===== src/rtl/mips_pkg.sv =====
// Shared MEM-stage definitions: control field positions, access sizes, FSM states.
package mips_pkg;

  localparam int unsigned M_READ          = 3;
  localparam int unsigned M_WRITE         = 2;
  localparam int unsigned M_SIZE_LSB      = 0;
  localparam int unsigned TIMEOUT_DEFAULT = 16;

  typedef enum logic [1:0] {
    SZ_WORD  = 2'b00,
    SZ_HALF  = 2'b01,
    SZ_BYTE  = 2'b10,
    SZ_BYTEU = 2'b11
  } size_e;

  typedef enum logic {
    S_IDLE = 1'b0,
    S_WAIT = 1'b1
  } state_e;

  // Natural alignment: words on 4-byte, halves on 2-byte, bytes anywhere.
  function automatic logic is_aligned(input size_e size, input logic [1:0] off);
    case (size)
      SZ_WORD: return off == 2'b00;
      SZ_HALF: return !off[0];
      default: return 1'b1;
    endcase
  endfunction

endpackage


===== src/rtl/load_extract.sv =====
// Selects the addressed little-endian lane of a read word and extends it to 32 bits.
module load_extract
  import mips_pkg::*;
(
  input  logic [31:0] mem_rdata,
  input  logic [1:0]  addr,
  input  size_e       size,
  output logic [31:0] data
);

  logic [7:0]  byte_v;
  logic [15:0] half_v;

  // Lane pick followed by sign or zero extension.
  always_comb begin
    byte_v = mem_rdata[{addr, 3'b000} +: 8];
    half_v = mem_rdata[{addr[1], 4'b0000} +: 16];
    case (size)
      SZ_WORD:  data = mem_rdata;
      SZ_HALF:  data = {{16{half_v[15]}}, half_v};
      SZ_BYTE:  data = {{24{byte_v[7]}}, byte_v};
      default:  data = {24'h000000, byte_v};
    endcase
  end

endmodule


===== src/rtl/memory_access.sv =====
// MEM stage: issues data-memory requests, stalls the pipeline while waiting,
// aborts on timeout and registers results toward WB.
module memory_access
  import mips_pkg::*;
#(
  parameter int unsigned TIMEOUT = TIMEOUT_DEFAULT
) (
  input  logic        clk,
  input  logic        rst,
  input  logic [31:0] res,
  input  logic [31:0] write_data_ex,
  input  logic [4:0]  write_register_ex,
  input  logic [3:0]  m_MEM,
  input  logic [1:0]  wb_MEM,
  input  logic        mem_ack,
  input  logic [31:0] mem_rdata,
  output logic        mem_req,
  output logic        mem_we,
  output logic [31:0] mem_addr,
  output logic [31:0] mem_wdata,
  output logic [3:0]  mem_be,
  output logic        stall_mem,
  output logic        addr_err,
  output logic        bus_err,
  output logic [31:0] read_data_wb,
  output logic [31:0] alu_res_wb,
  output logic [4:0]  rd_WB,
  output logic [1:0]  wb_WB
);

  localparam int unsigned CW = $clog2(TIMEOUT + 1);

  state_e        state, state_n;
  logic [CW-1:0] cnt, cnt_n;
  logic          timeout;
  logic          mem_read, mem_write, access, aligned, legal, misaligned_idle;
  size_e         mem_size;
  logic [31:0]   load_data;

  assign mem_read        = m_MEM[M_READ];
  assign mem_write       = m_MEM[M_WRITE];
  assign mem_size        = size_e'(m_MEM[M_SIZE_LSB +: 2]);
  assign access          = mem_read | mem_write;
  assign aligned         = is_aligned(mem_size, res[1:0]);
  assign legal           = access & aligned;
  assign misaligned_idle = (state == S_IDLE) & access & !aligned;

  load_extract u_load_extract (
    .mem_rdata (mem_rdata),
    .addr      (res[1:0]),
    .size      (mem_size),
    .data      (load_data)
  );

  // Next state, wait counter and request/stall handshake.
  always_comb begin
    state_n   = state;
    cnt_n     = cnt;
    mem_req   = 1'b0;
    stall_mem = 1'b0;
    timeout   = 1'b0;
    case (state)
      S_IDLE: begin
        if (legal) begin
          mem_req   = 1'b1;
          stall_mem = !mem_ack;
          if (!mem_ack) begin
            state_n = S_WAIT;
            cnt_n   = '0;
          end
        end
      end
      S_WAIT: begin
        if (cnt == CW'(TIMEOUT)) begin
          // Abort cycle: request dropped, stall released, late acks ignored.
          timeout = 1'b1;
          state_n = S_IDLE;
          cnt_n   = '0;
        end else begin
          mem_req   = 1'b1;
          stall_mem = !mem_ack;
          if (mem_ack) state_n = S_IDLE;
          else         cnt_n   = cnt + CW'(1);
        end
      end
      default: state_n = S_IDLE;
    endcase
  end

  // Request address, write enable, byte enables and lane-replicated store data.
  always_comb begin
    mem_addr = {res[31:2], 2'b00};
    mem_we   = mem_req & mem_write & !mem_read;
    case (mem_size)
      SZ_WORD: begin
        mem_be    = 4'b1111;
        mem_wdata = write_data_ex;
      end
      SZ_HALF: begin
        mem_be    = res[1] ? 4'b1100 : 4'b0011;
        mem_wdata = {2{write_data_ex[15:0]}};
      end
      default: begin
        mem_be    = 4'b0001 << res[1:0];
        mem_wdata = {4{write_data_ex[7:0]}};
      end
    endcase
  end

  // FSM state and wait counter.
  always_ff @(posedge clk) begin
    if (rst) begin
      state <= S_IDLE;
      cnt   <= '0;
    end else begin
      state <= state_n;
      cnt   <= cnt_n;
    end
  end

  // WB pipeline register and error pulses.
  always_ff @(posedge clk) begin
    if (rst) begin
      read_data_wb <= '0;
      alu_res_wb   <= '0;
      rd_WB        <= '0;
      wb_WB        <= '0;
      addr_err     <= 1'b0;
      bus_err      <= 1'b0;
    end else begin
      read_data_wb <= load_data;
      alu_res_wb   <= res;
      rd_WB        <= write_register_ex;
      addr_err     <= misaligned_idle;
      bus_err      <= timeout;
      if (stall_mem || misaligned_idle || timeout) wb_WB <= '0;
      else                                          wb_WB <= wb_MEM;
    end
  end

endmodule


===== config.mk =====
export PLATFORM = sky130hd
export DESIGN_NAME = memory_access
export DESIGN_NICKNAME = d
export VERILOG_FILES = /design/src/rtl/mips_pkg.sv /design/src/rtl/load_extract.sv /design/src/rtl/memory_access.sv
export SDC_FILE = /design/constraint.sdc
export NUM_CORES = 1
export LEC_CHECK = 0
export BUFFER_PORTS_ARGS = -buffer_cell sky130_fd_sc_hd__buf_2
export CORE_ASPECT_RATIO = 1.5
export CORE_MARGIN = 4
export CORE_UTILIZATION = 37
export DETAILED_ROUTE_END_ITERATION = 6
export GPL_ROUTABILITY_DRIVEN = 0
export PLACE_DENSITY = 0.76
export SETUP_SLACK_MARGIN = 0.3
export SLEW_MARGIN = 25
export SYNTH_ARGS = -nofsm -noshare
export SYNTH_HDL_FRONTEND = slang
export SYNTH_SLANG_ARGS = --single-unit

===== constraint.sdc =====
create_clock -name clk -period 2 [get_ports clk]
set_clock_uncertainty 0.2 [all_clocks]
set_input_delay 0.5 -clock clk [delete_from_list [all_inputs] [get_ports clk]]
set_output_delay 0.5 -clock clk [all_outputs]
set_load 0.01 [all_outputs]

-- Word-level counts from Yosys, hierarchy flattened
Cells that the tools add are included.
- register bits: 79
- input port bits: 110
- add/sub/neg operators: 1
- eq/ne operators: 6
- shifts and indexed selects: 3
- mux-type cells: 22
- bitwise operators: 7
- reductions and logical operators: 10
- operator list (kind ; count):
    $pmux 32 s3 ; 1
    $pmux 32 s2 ; 1
    $shiftx 32x6->16 ; 1
    $shiftx 32x6->8 ; 1
    $mux 5 ; 4
    $pmux 5 s2 ; 1
    $mux 1 ; 9
    $pmux 1 s2 ; 4
    $pmux 4 s2 ; 1
    $add 5x1->5 const B ; 1
    $and 1x1->1 ; 5
    $eq 5x5->1 const B ; 1
    $logic_not 1->1 ; 4
    $logic_not 2->1 ; 2
    $mux 4 ; 1
    $ne 2x2->1 const B ; 2
    $shl 1x2->4 const A ; 1
    $ne 3x2->1 const B ; 1
    $reduce_and 3->1 ; 1
    $eq 2x1->1 const B ; 1
    $eq 2x2->1 const B ; 1
    $logic_or 1x1->1 ; 2
    $reduce_or 2->1 ; 1
    $not 1->1 ; 1
    $or 1x1->1 ; 1

-- Logic depth before layout (Yosys ltp)
- depth in word-level cells: 8
- gate-level depth with buffers: 6
- depth with buffers taken out: 6

-- Hierarchy
From an unflattened synthesis, not the netlist that was laid out.
- cell total of the unflattened synthesis: 426
- area, all modules: 3748.6 µm²
- modules (own cells, without submodules) (module ; times used ; cells an instance ; area an instance (µm²) ; sequential area each (µm²)):
    memory_access ; 1 ; 321 ; 3055.4 ; 1581.5
    load_extract ; 1 ; 105 ; 693.2 ; 0.0

-- Worst setup path after synthesis
No wires, ideal clock.
- path type: input to output
- start: input m_MEM[1]
- end: output mem_wdata[26]
- arrival time: 1.547 ns
- setup slack: -0.247 ns
- cell stages on the path: 5
- path buffers: 2
- cells stage by stage: buf_2 buf_1 mux2_2 nor2_1 nor2_1
- word-level cells in the longest chain between the ends: 2
- elaborated cells between the ends (all ways): 3
- those cells by class: eq/ne: 1; mux: 1; reduce/logical: 1
- ends and longest elaborated chain (item ; line ; text):
    start: declaration ; memory_access.sv:13 ; input logic [3:0] m_MEM,
    $eq 2x1->1 / $logic_not 2->1 (equally long branches) ; memory_access.sv:94 ; case (mem_size)
    $pmux 32 s2 (*) ; memory_access.sv:94 ;
    end: declaration ; memory_access.sv:20 ; output logic [31:0] mem_wdata,
Every way passes the cells marked *; elsewhere a longest branch is shown, timed or not.

-- Worst setup path after layout
- start: register cnt[0]
- end: output mem_we
- word-level cells in the longest chain between the ends: 5
- ends and longest elaborated chain (item ; line ; text):
    start: declaration ; memory_access.sv:34 ; logic [CW-1:0] cnt, cnt_n;
    start signal: assignment ; memory_access.sv:117 ; cnt <= cnt_n;
    $eq 5x5->1 ; memory_access.sv:74 ; if (cnt == CW'(TIMEOUT)) begin
    $mux 1 ; memory_access.sv:74 ;
    $pmux 1 s2 ; memory_access.sv:62 ; case (state)
    $and 1x1->1 (2 in series) ; memory_access.sv:93 ; mem_we = mem_req & mem_write & !mem_read;
    end: declaration ; memory_access.sv:18 ; output logic mem_we,
Every way passes these cells.

==> summary.txt <==
Synthesis
  • Post-synthesis mux area share: 0.05596
  • Cell count after synthesis: 419
  • Yosys cell types: 42
  • Ys Warns: 0
  • XOR/XNOR share of the synthesized area: 0
  • Async SR Flop Fraction: 0
  • Post-synthesis simple-gate area fraction: 0.2378
  • Syn Std Cell Area: 3577 um2
  • Register bit total from synthesis: 79
  • Synth area leader: dfxtp_1
  • Main synth FF type: dfxtp_1
  • Dominant cells by area after synthesis: dfxtp_1 44%, buf_4 8.4%, nor2b_1 7.9%
  • Compound-Gate Fraction of Synth Area: 0.1350
  • Largest family of logic cells by synthesized area: simple AND/OR/NAND/NOR gates
  • Synth Area per Inst: 8.537 um2
  • Post-synth EDFFs: 0
  • Post-synth top area share: 0.4421
  • Seq/Total Area, Yosys: 0.4421
  • Adder-cell share of the synthesized area: 0.006995

Finish
  • Most common cell after layout, fill and taps aside: buf_2
  • Fillcell total: 725
  • Layout area overhead: 80.24%
  • Share of cells above drive strength 1: 0.6561
  • Final Util: 0.6887
  • Most frequent cells in the layout: 227 x buf_2, 76 x dfxtp_1, 45 x buf_6
  • Nets: 804

Floorplan
  • Area of the core: 9361 um2
  • Die Width: 88.29 um
  • I/O pin cnt: 254
  • Die height: 128.4 um
  • Initial Utilization: 0.3821
  • Num rows: 43
  • Die area: 11340 um2

Clock network
  • CTS tree: done
  • CTS Buf Count: 9
  • CTS root buf: clkbuf_16
  • # hold bufs at CTS: 0
  • Clock buffer depth: 2
  • Worst-path clk slew: 0.06 ns
  • CTS H-tree depth: 3
  • Clk Latency, worst-skew pair: 0.33 ns
  • Clock sinks: 79

Worst setup path
  • Cells along the critical path: inv_2 -> ha_4 -> nor4bb_4 -> nand2_2 -> nand3_4 -> nor3b_2 -> buf_2
  • Worst setup EP type: primary output
  • CP top delay family: simple AND/OR/NAND/NOR gates
  • Sum of buffers and inverters on the critical path: 2
  • Kind of critical path: reg -> out
  • Worst Path Max Fanout: 4
  • Critical path's slowest cell: dfxtp_2
  • Worst endpoint required time: 1.30 ns
  • Startpoint Class: flop
  • Critical path arrival: 1.55 ns
  • CP peak stage delay: 0.33 ns

Timing
  • Final hold violations: 0
  • Max-slew violations: 0
  • Final Cycle Share: 1.123
  • Post-layout minimum cycle time: 2.246 ns
  • Peak Freq: 445.3 MHz
  • Setup ws final: -0.2459 ns
  • Final setup fails: 29
  • RSZ-0062 raised after global routing: true

Power and ir drop
  • Leakage: 0.003108 uW
  • Total power: 4409 uW
  • VDD IR max: 0.5694 mV
  • Pwr Density: 683.8 nW/um2

Place
  • I/O Buffers: 251
  • Post-DP HPWL: 9726 um

GRT
  • Initial antenna violation count: 1
  • GRT Resource Usage Total: 0.2286
  • Largest net degree at the start of global routing: 24
  • Vias in the first global route: 4107
  • Remaining global-route overflow: 0
  • First-pass GRT wire length: 20070 um

Job
  • Max-Cap Viols: 0

Route
  • WL per Instance: 17.70 um
  • DR pass1 iterations: 4
  • Vias per cell: 5.017
  • Post-DRT Antenna Nets: 0
  • DRT Wirelength: 14300 um
  • Residual DRC: 0
  • DR vias: 4054
  • Initial DRC Count: 229

Outcome
  • Status: complete, but fails checks
  • Violated checks: setup timing

Min path
  • Hold Crit Class: in -> reg
[stage by stage]
step / instances / setup WS [ns] / setup TNS [ns] / cell area [um2] / hold WS, ns
final: 808 / -0.2459 / -3.724 / 6447 / 0.1843
after global routing: 808 / -0.3320 / -4.681 / 6447 / 0.1863
after CTS: 786 / -0.2347 / -1.559 / 5973 / 0.1728
after detailed placement: 754 / -0.2243 / -5.678 / 5045 / 0.2995
after global placement: 754 / -0.1626 / -4.299 / 5045 / 0.2889
after floorplan: 420 / 0.004465 / 0 / 3871 / 0.2678
[routing by layer]
metal,part of all wire,GRT usage
met1,0.33,0.2243
met2,0.56,0.4429
met3,0.072,0.05381
met4,0.035,0.09342
met5,0,0
[synth_stat cells (3+ instances only)]
master    number
a211oi_1       6
a21oi_1       23
a31oi_1       19
buf_1          3
buf_2          4
buf_4         40
clkbuf_1      19
dfxtp_1       79
inv_1          7
mux2_2        16
nand2_1       55
nand2b_1       9
nand3_1        5
nor2_1        37
nor2b_1       45
nor3_1         5
o211ai_1       6
o21ai_0        4
o22ai_1        7
o31ai_1        3
[area by class of cell]
class / count / area, um2 / share of cell area
inverters: 8 / 35.03 / 0.005434
repair buffers: 326 / 2223 / 0.3448
well taps: 112 / 140.1 / 0.02173
clock buffers: 11 / 242.7 / 0.03765
flip-flops and latches: 79 / 1585 / 0.2459
clock inverters: 3 / 45.04 / 0.006986
diodes: 1 / 2.502 / 0.0003881
multi-input cells: 268 / 2173 / 0.3371
[registers in the layout (all words and copies together) (netlist names)]
register,count
bus_err,1
rd_WB,5
wb_WB,2
state,1
read_data_wb,32
addr_err,1
alu_res_wb,32
cnt,5
[cell families (layout without fill, tap and decap cells)]
family / count (synthesis) / after routing
and+or+nand+nor: 169 / 170
DFF: 79 / 79
AOI/OAI and AO/OA: 76 / 76
buffers and inverters: 74 / 348
muxes: 18 / 18
adders and majority gates: 2 / 2
other: 1 / 3
[worst paths after layout]
path,startpoint,to,slack (ns),depth (start not counted)
worst max register to register,cnt[0]$_SDFFE_PP0P_,cnt[3]$_SDFFE_PP0P_,-0.18,7
worst min register to register,cnt[4]$_SDFFE_PP0P_,cnt[4]$_SDFFE_PP0P_,0.30,2
worst min-delay path,write_register_ex[3],rd_WB[3]$_SDFF_PP0_,0.18,2
worst max-delay path,cnt[0]$_SDFFE_PP0P_,mem_we,-0.25,7
[report_power, final]
part           switching, uW  internal, uW  leakage, uW  total, uW
sequential              22.7          1660     0.000655       1690
combinational            568           563      0.00232       1130
clock                    606           987     0.000134       1590
[what timing repair did]
action                                  in CTS  in global routing
pin swaps                                   38                 35
gates resized for setup                    110                 58
buffers inserted                            13                 21
cloned                                       5                  0
endpoints found under the setup margin      61                 64
Note: power is estimated with default switching activity, not from simulation.
